==> src/rtl/sigmoid_arbiter.sv <==
// Round-robin time-sharing of one external Sigmoid_func among NREQ requesters.
// Grant latches the winner's input onto o_sig_in, waits LAT cycles, then returns the result with a done pulse.
module sigmoid_arbiter #(
   parameter int NREQ  = 4,
   parameter int IN_W  = 22,
   parameter int OUT_W = 9,
   parameter int LAT   = 2,
   parameter int ID_W  = 2
) (
   input  logic                 i_clk,
   input  logic                 i_rst,
   input  logic [NREQ-1:0]      i_req,
   input  logic [NREQ*IN_W-1:0] i_req_data,
   output logic [NREQ-1:0]      o_done,
   output logic                 o_res_valid,
   output logic [ID_W-1:0]      o_res_id,
   output logic                 o_res_sign,
   output logic                 o_res_ovf,
   output logic [OUT_W-1:0]     o_res_data,
   output logic                 o_busy,
   output logic [IN_W-1:0]      o_sig_in,
   input  logic                 i_sig_sign,
   input  logic                 i_sig_ovf,
   input  logic [OUT_W-1:0]     i_sig_data
);

   localparam int CNT_W = (LAT > 1) ? $clog2(LAT) : 1;
   localparam logic [CNT_W-1:0] CNT_INIT = CNT_W'(LAT - 1);

   typedef enum logic [1:0] {
      ST_IDLE    = 2'd0,
      ST_WAIT    = 2'd1,
      ST_RELEASE = 2'd2
   } state_t;

   state_t                r_state;
   state_t                w_next_state;
   logic [ID_W-1:0]       r_rr_ptr;
   logic [ID_W-1:0]       r_cur_id;
   logic [CNT_W-1:0]      r_cnt;
   logic [IN_W-1:0]       r_sig_in;
   logic [NREQ-1:0]       r_done;
   logic                  r_res_valid;
   logic [ID_W-1:0]       r_res_id;
   logic                  r_res_sign;
   logic                  r_res_ovf;
   logic [OUT_W-1:0]      r_res_data;

   logic                  w_found;
   logic [ID_W-1:0]       w_winner;
   logic [ID_W:0]         w_sum;
   logic [NREQ*IN_W-1:0]  w_shifted;
   logic [IN_W-1:0]       w_sel_data;

   // Round-robin search: first set request at or above r_rr_ptr, wrapping modulo NREQ.
   always_comb begin
      w_found  = 1'b0;
      w_winner = '0;
      w_sum    = '0;
      for (int k = 0; k < NREQ; k++) begin
         w_sum = {1'b0, r_rr_ptr} + (ID_W+1)'(k);
         if (w_sum >= (ID_W+1)'(NREQ)) begin
            w_sum = w_sum - (ID_W+1)'(NREQ);
         end else begin
            w_sum = w_sum;
         end
         if (!w_found && i_req[w_sum[ID_W-1:0]]) begin
            w_found  = 1'b1;
            w_winner = w_sum[ID_W-1:0];
         end else begin
            w_found  = w_found;
         end
      end
      w_shifted  = i_req_data >> (w_winner * IN_W);
      w_sel_data = w_shifted[IN_W-1:0];
   end

   // State register.
   always_ff @(posedge i_clk or posedge i_rst) begin
      if (i_rst) begin
         r_state <= ST_IDLE;
      end else begin
         r_state <= w_next_state;
      end
   end

   // Next-state decode.
   always_comb begin
      w_next_state = r_state;
      case (r_state)
         ST_IDLE: begin
            if (w_found) begin
               w_next_state = ST_WAIT;
            end else begin
               w_next_state = ST_IDLE;
            end
         end
         ST_WAIT: begin
            if (r_cnt == '0) begin
               w_next_state = ST_RELEASE;
            end else begin
               w_next_state = ST_WAIT;
            end
         end
         ST_RELEASE: w_next_state = ST_IDLE;
         default:    w_next_state = ST_IDLE;
      endcase
   end

   // Grant capture, settle countdown, result capture and pointer advance.
   always_ff @(posedge i_clk or posedge i_rst) begin
      if (i_rst) begin
         r_rr_ptr    <= '0;
         r_cur_id    <= '0;
         r_cnt       <= '0;
         r_sig_in    <= '0;
         r_done      <= '0;
         r_res_valid <= 1'b0;
         r_res_id    <= '0;
         r_res_sign  <= 1'b0;
         r_res_ovf   <= 1'b0;
         r_res_data  <= '0;
      end else begin
         case (r_state)
            ST_IDLE: begin
               if (w_found) begin
                  r_cur_id <= w_winner;
                  r_sig_in <= w_sel_data;
                  r_cnt    <= CNT_INIT;
               end
            end
            ST_WAIT: begin
               if (r_cnt != '0) begin
                  r_cnt <= r_cnt - CNT_W'(1);
               end else begin
                  r_res_sign  <= i_sig_sign;
                  r_res_ovf   <= i_sig_ovf;
                  r_res_data  <= i_sig_data;
                  r_res_id    <= r_cur_id;
                  r_done      <= {{(NREQ-1){1'b0}}, 1'b1} << r_cur_id;
                  r_res_valid <= 1'b1;
               end
            end
            ST_RELEASE: begin
               r_done      <= '0;
               r_res_valid <= 1'b0;
               r_rr_ptr    <= (r_cur_id == ID_W'(NREQ - 1)) ? '0 : r_cur_id + ID_W'(1);
            end
            default: begin
               r_done      <= '0;
               r_res_valid <= 1'b0;
            end
         endcase
      end
   end

   assign o_done      = r_done;
   assign o_res_valid = r_res_valid;
   assign o_res_id    = r_res_id;
   assign o_res_sign  = r_res_sign;
   assign o_res_ovf   = r_res_ovf;
   assign o_res_data  = r_res_data;
   assign o_sig_in    = r_sig_in;
   assign o_busy      = (r_state != ST_IDLE);

endmodule

==> config.mk <==
export PLATFORM = sky130hd
export DESIGN_NAME = sigmoid_arbiter
export DESIGN_NICKNAME = d
export VERILOG_FILES = /design/src/rtl/sigmoid_arbiter.sv
export SDC_FILE = /design/constraint.sdc
export NUM_CORES = 1
export LEC_CHECK = 0
export ABC_CLOCK_PERIOD_IN_PS = 2000
export BUFFER_PORTS_ARGS = -buffer_cell sky130_fd_sc_hd__buf_2
export CORE_MARGIN = 5
export CORE_UTILIZATION = 25
export CTS_BUF_LIST = sky130_fd_sc_hd__clkbuf_4 sky130_fd_sc_hd__clkbuf_8
export CTS_CLUSTER_DIAMETER = 40
export CTS_CLUSTER_SIZE = 10
export DETAILED_ROUTE_END_ITERATION = 16
export HOLD_SLACK_MARGIN = 0.12
export PLACE_DENSITY = 0.54
export SLEW_MARGIN = 10
export SYNTH_ARGS = -nofsm -noshare
export SYNTH_HDL_FRONTEND = slang
export SYNTH_SLANG_ARGS = --single-unit
==> constraint.sdc <==
create_clock -name i_clk -period 2 [get_ports i_clk]
set_input_delay 0.1 -clock i_clk [delete_from_list [all_inputs] [get_ports i_clk]]
set_output_delay 0.1 -clock i_clk [all_outputs]
set_load 0.005 [all_outputs]
==> reports/metrics.cfg, run 1 <==
[status]
outcome = finished, final reports clean

[timing]
fmaxAchievable_ghz = 0.567
holdWs_ns = 0.118
setup_viol = 0
fin_ws_ns = 0.235
slew_violations = 0
skew_ns = 0.00648
slew_headroom = 0.679
rsz0062_at_grt = false
period_share = 0.882
tightest_slew_ns = 0.481
finalHoldViolations = 0
setup_tns_ns = 0
min_period_ns = 1.76

[yosys]
avgSynthCellArea_um2 = 11.6
synth_seq_cells = 47
synth_area_um2 = 2500
syn_nets = 324
ys_seq_area_frac = 0.470
synthDistinctLibCells = 28
synthCells = 215
synth_warnings = 0

[cts]
htreeDepth = 2
cts_tree = done
cts_root_buf = clkbuf_8
ctsHoldBuffers = 36
clk_pin_slew_ns = 0.10
clockBufferDepth = 2
numCtsBuffers = 5
worst_skew_pair.late_latency_ns = 0.30
clock_sinks = 47
cts_setup_buffers = 0
cts_resized = 0

[grt]
overflow = 0
grt_antenna_before_repair = 0
grt_start_max_net_pins = 43
grt_usage = 0.134
grt_pass1_wl_mm = 12.6
first_global_vias = 2639

[floorplanning]
ios = 146
core_area_um2 = 9770
dieArea_um2 = 12100
fp-row-count = 36
start_util = 0.256
die_w_um = 110
die_h_um = 110

[worst_hold_path]
holdPathStages = 3
hold_class = input port to flip-flop

[route]
drt_drc_violations_left = 0
dr.max_layer_used = met4
dr.pass1.iters = 4
drt_iter0_drc = 83
dr_wl_met3_um = 470
ant_nets = 0
m1WireLength_mm = 3.04
via_per_inst = 4.48
avgRoutedWirePerCell_um = 15.5
routed_wl_mm = 8.30
wl_met2_mm = 4.57
vias = 2401

[critical_path]
endpoint_kind = flip-flop
criticalPathCategory = flip-flop to flip-flop
r2r_cells = 5
crit_end = o_sig_in[10]
crit_required_ns = 2.19
start_kind = flip-flop
critPathArrivalTime_ns = 1.95
r2r_slack_ns = 0.24
r2r_end = o_sig_in[10]
worstSetupStartpoint = r_rr_ptr[0]
worstReg2RegStart = r_rr_ptr[0]
critPathMaxFanout = 42

[power_and_ir_drop]
p_leak_nw = 2.05
combPwrFrac = 0.517
ir_drop_mv = 0.438
power_density_nw_per_um2 = 1270
swShare = 0.376
p_int_w = 0.00311
pwr-share-seq = 0.338
p_clk_frac = 0.144
p_total_w = 0.00498
p_switching_w = 0.00187

[job]
maxCapViolCount = 0

[cells_and_area]
final_layout_size_suffix_gt1_frac = 0.474
regArea_um2 = 1180
area_growth_pct = 56.4
diodes = 0
layout.nets = 511
nFillCells = 999
multi_input_comb_area_um2 = 1210

[placement]
pre_cts_ws_ns = 0.255
dp_hpwl_mm = 6.12
place.gp.congestion = 0.730
port_buffers = 145

==> worst max-delay path: stages, from the launching register on <==
cell and delay [ns]:
dfrtp_1 0.42, o221a_2 0.32, o22ai_4 0.17, buf_12 0.29
mux2i_1 0.30, o221ai_2 0.12
==> per-stage QoR <==
stage                     area, um^2  utilization  cells
after floorplan                 2500            -    215
after global placement          3410        0.348    489
after detailed placement        3410        0.348    489
after CTS                       3880        0.397    533
after global routing            3910        0.400    536
final                           3910        0.400    536
==> worst min-delay path by stage <==
stage	start	to	slack (ns)
after floorplan	i_sig_data[0]	o_res_data[0]	0.25
after global placement	i_rst	o_res_data[1]	0.16
after detailed placement	i_rst	o_res_data[4]	0.17
after CTS	i_req_data[21]	o_sig_in[21]	0.12
after global routing	i_req_data[62]	o_sig_in[18]	0.12
final	i_req_data[62]	o_sig_in[18]	0.12
==> Yosys cell counts <==
cell	number	area, um^2
nor4_1	1	6.26
nor3_1	1	5.00
clkbuf_1	3	11.3
mux2i_1	44	440
ha_1	4	50.1
o21ai_0	2	10.0
o221ai_1	13	114
nand2_1	34	128
nor2_1	7	26.3
nor2b_1	2	12.5
o221ai_2	9	135
dfrtp_1	47	1180
a211oi_1	1	7.51
o22a_1	1	8.76
a21o_1	1	7.51
buf_2	3	15.0
mux2_2	14	158
clkbuf_4	1	7.51
o221a_2	1	11.3
or2b_1	1	7.51
buf_6	4	45.0
o31ai_1	1	7.51
or2_1	2	12.5
or2_4	1	8.76
buf_4	4	30.0
o22ai_1	2	12.5
a21oi_1	5	25.0
inv_1	6	22.5
==> final cells by class <==
class                      instances  share of cell area
timing repair buffer             195               0.313
multi-input combinational        147               0.309
sequential                        47               0.301
tap                              133              0.0425
clock buffer                       5              0.0176
clock inverter                     3              0.0118
inverter                           6             0.00576
==> placed cells by master (no fill, tap or decap), drive strengths merged, types with 2 or more instances in the layout <==
cell         count
buf            156
dfrtp           47
mux2i           44
dlygate4sd3     39
nand2           34
o221ai          22
mux2            14
nor2             7
inv              7
a21oi            5
clkbuf           5
ha               4
or2              3
nor2b            2
o21ai            2
o22ai            2
==> power groups by stage <==
stage	clock, W	sequential (W)	combinational [W]
after CTS	0.000753	0.00169	0.00263
after floorplan	0	0.00171	0.00165
after global placement	0	0.00169	0.00253
after global routing	0.000789	0.00175	0.00284
final	0.000719	0.00169	0.00258
after detailed placement	0	0.00170	0.00258
==> layer usage <==
metal | vias up | track usage
met3 | 17 | 0.0274
met5 | - | 0
met1 | 1156 | 0.151
met2 | 79 | 0.244
met4 | 0 | 0.0516
li1 | 1149 | -
==> registers in the layout (all words and copies together) (netlist names) <==
name	flops
o_sig_in	22
o_res_data	9
o_done	4
o_res_id	2
r_cur_id	2
r_rr_ptr	2
r_state	2
o_res_ovf	1
o_res_sign	1
o_res_valid	1
r_cnt	1
==> cell families (layout without fill, tap and decap cells) <==
logic type	Yosys count	in the layout	share of synthesized area
mux	58	58	0.239
simple gates	49	49	0.0825
flops	47	47	0.470
compound gates	36	36	0.136
buf+inv	21	209	0.0525
fa+ha+maj	4	4	0.0200
Note: power is estimated with default switching activity, not from simulation.
==> run 2: changes to the inputs <==
- ABC_CLOCK_PERIOD_IN_PS: 2000 -> 1750
- clock period: 2 -> 1.75 ns (I/O delays scaled with it)
==> run 2 against run 1 <==
  * Register-to-register slack lost 0.20 ns
  * Combinational power grew 32%
  * First-iteration DRC count grew 42%
  * Via count grew 11%
  * Wire length grew 14%
  * Hold slack gained 0.0067 ns
  * Largest power group unchanged
==> reports/metrics.cfg, run 2 (synthesized netlist as in run 1, its figures left out) <==
[job]
maxCapViolCount = 0  ; unchanged

[timing]
setup_viol = 0  ; unchanged
slew_headroom = 0.638  ; -0.0409
holdWs_ns = 0.125  ; +0.00666 ns
period_share = 0.979  ; +0.0966
tightest_slew_ns = 0.542  ; +0.0612 ns
fmaxAchievable_ghz = 0.584  ; +3.0%
min_period_ns = 1.71  ; -0.0516 ns
finalHoldViolations = 0  ; unchanged
slew_violations = 0  ; unchanged
skew_ns = 0.00485  ; -0.00163 ns
rsz0062_at_grt = true

[critical_path]
crit_chain = o221a_2 > o22ai_4 > buf_12 > clkbuf_16 > mux2i_1 > o221ai_1
start_kind = flip-flop
crit_required_ns = 1.93  ; -0.26 ns
worstSetupStartpoint = r_rr_ptr[0]
critPathMaxFanout = 12  ; -71%
r2r_cells = 6  ; +1
crit_end = o_sig_in[20]
critPathArrivalTime_ns = 1.89  ; -0.06 ns
r2r_slack_ns = 0.04  ; -0.20 ns
r2r_end = o_sig_in[20]
cp_slowest_cell = dfrtp_1
endpoint_kind = flip-flop
max_stage_delay_ns = 0.43  ; about the same
criticalPathCategory = flip-flop to flip-flop
worstReg2RegStart = r_rr_ptr[0]

[cells_and_area]
mostFrequentLayoutCell = buf_2
final_cell_mix = buf_2 (145), dlygate4sd3_1 (80), dfrtp_1 (46)
area_growth_pct = 78.6
instances_no_fill = 583  ; +8.8%
layout.nets = 557  ; +9.0%
fin_util = 0.457  ; +0.0570
final_layout_size_suffix_gt1_frac = 0.448  ; -0.0263
largest_reg_flops = 22  ; unchanged

[grt]
grt_use_met1 = 0.170  ; +0.0182
grt_usage = 0.152  ; +0.0186
grt_pass1_wl_mm = 14.3  ; +14%
grt_antenna_before_repair = 0  ; unchanged
overflow = 0  ; unchanged
use_met2 = 0.279  ; +0.0347
gr-max-usage-layer = met2
first_global_vias = 2922  ; +11%
grt_start_max_net_pins = 28  ; -35%
met3_usage = 0.0280  ; +0.000582

[floorplanning]
die_w_um = 110  ; unchanged
core_area_um2 = 9770  ; unchanged
ios = 146  ; unchanged
die_h_um = 110  ; unchanged
start_util = 0.256  ; unchanged
fp-row-count = 36  ; unchanged
dieArea_um2 = 12100  ; unchanged

[placement]
dp.cells = 490  ; +0.20%
place.gp.congestion = 0.751  ; +2.9%
port_buffers = 145  ; unchanged
dp_hpwl_mm = 6.14  ; +0.33%

[power_and_ir_drop]
p_leak_nw = 2.28  ; +11%
power_density_nw_per_um2 = 1390  ; +8.8%
ir_drop_mv = 0.569  ; +30%

[cts]
numCtsBuffers = 5  ; unchanged
clk_pin_slew_ns = 0.10  ; about the same
cts_root_buf = clkbuf_8
cts_tree = done
clock_sinks = 47  ; unchanged
htreeDepth = 2  ; unchanged
worst_skew_pair.late_latency_ns = 0.30  ; about the same
clockBufferDepth = 2  ; unchanged

[route]
dr.pass1.iters = 5  ; +1
vias = 2676  ; +11%
ant_nets = 0  ; unchanged
drt_iter0_drc = 118  ; +42%
routed_wl_mm = 9.51  ; +14%
drt_drc_violations_left = 0  ; unchanged
via_per_inst = 4.59  ; +2.5%
avgRoutedWirePerCell_um = 16.3  ; +5.3%

[worst_hold_path]
hold_class = input port to flip-flop

[status]
outcome = finished, final reports clean

-- run 2: area by class of cell --
type	instances	area, um^2
Antenna cell	1	2.50
Clock buffer	5	68.8
Clock inverter	3	47.5
Fill cell	904	5310
Inverter	6	22.5
Multi-Input combinational cell	147	1220
Sequential cell	47	1180
Tap cell	133	166
Timing Repair Buffer	241	1760
-- run 2: how the worst min path moves through the flow --
stage,startpoint,end,depth (start not counted)
3_5_place_dp,i_rst,o_res_data[1],2
2_1_floorplan,i_sig_data[0],o_res_data[0],1
4_1_cts,i_req_data[15],o_sig_in[15],3
5_1_grt,i_req_data[0],o_sig_in[0],3
6_report,i_req_data[80],o_sig_in[14],3
3_3_place_gp,i_rst,o_res_data[1],2
-- run 2: critical path, delay by kind of cell, from the launching register on --
family | cells | cell delay (ns)
flops | 1 | 0.43
buf+inv | 2 | 0.34
mux | 1 | 0.22
compound gates | 3 | 0.60
-- run 2: power by group --
group / leakage, nW / switching [W] / total [W] / internal [W]
Combinational: 1.64 / 0.00159 / 0.00341 / 0.00182
Clock: 0.0587 / 0.000422 / 0.000857 / 0.000434
Sequential: 0.574 / 0.000302 / 0.00193 / 0.00162
Total: 2.28 / 0.00231 / 0.00619 / 0.00388
-- run 2: per-stage QoR --
stage,setup WS (ns),TNS [ns],area (um^2),total power [W]
3_3_place_gp,0.0556,0,3440,0.00492
4_1_cts,0.0395,0,4360,0.00599
5_1_grt,-0.0118,-0.0134,4470,0.00663
6_report,0.0368,0,4470,0.00619
2_1_floorplan,0.0666,0,2500,0.00384
3_5_place_dp,-0.0125,-0.0125,3440,0.00497
-- run 2: what timing repair did --
item                                    in CTS  in global routing
gates cloned                                 0                  2
endpoints found under the setup margin       1                 17
resized for setup                            1                  8
pin swaps                                    0                  1
endpoints found under the hold margin       49                  0
hold buffers                                80                  0
setup buffers                                0                  2
-- run 2: per-layer routing --
layer  up-vias  wire, um
met5         -         0
met4         0       287
met3        30       534
met2       120      5170
met1      1276      3520
li1       1250         -
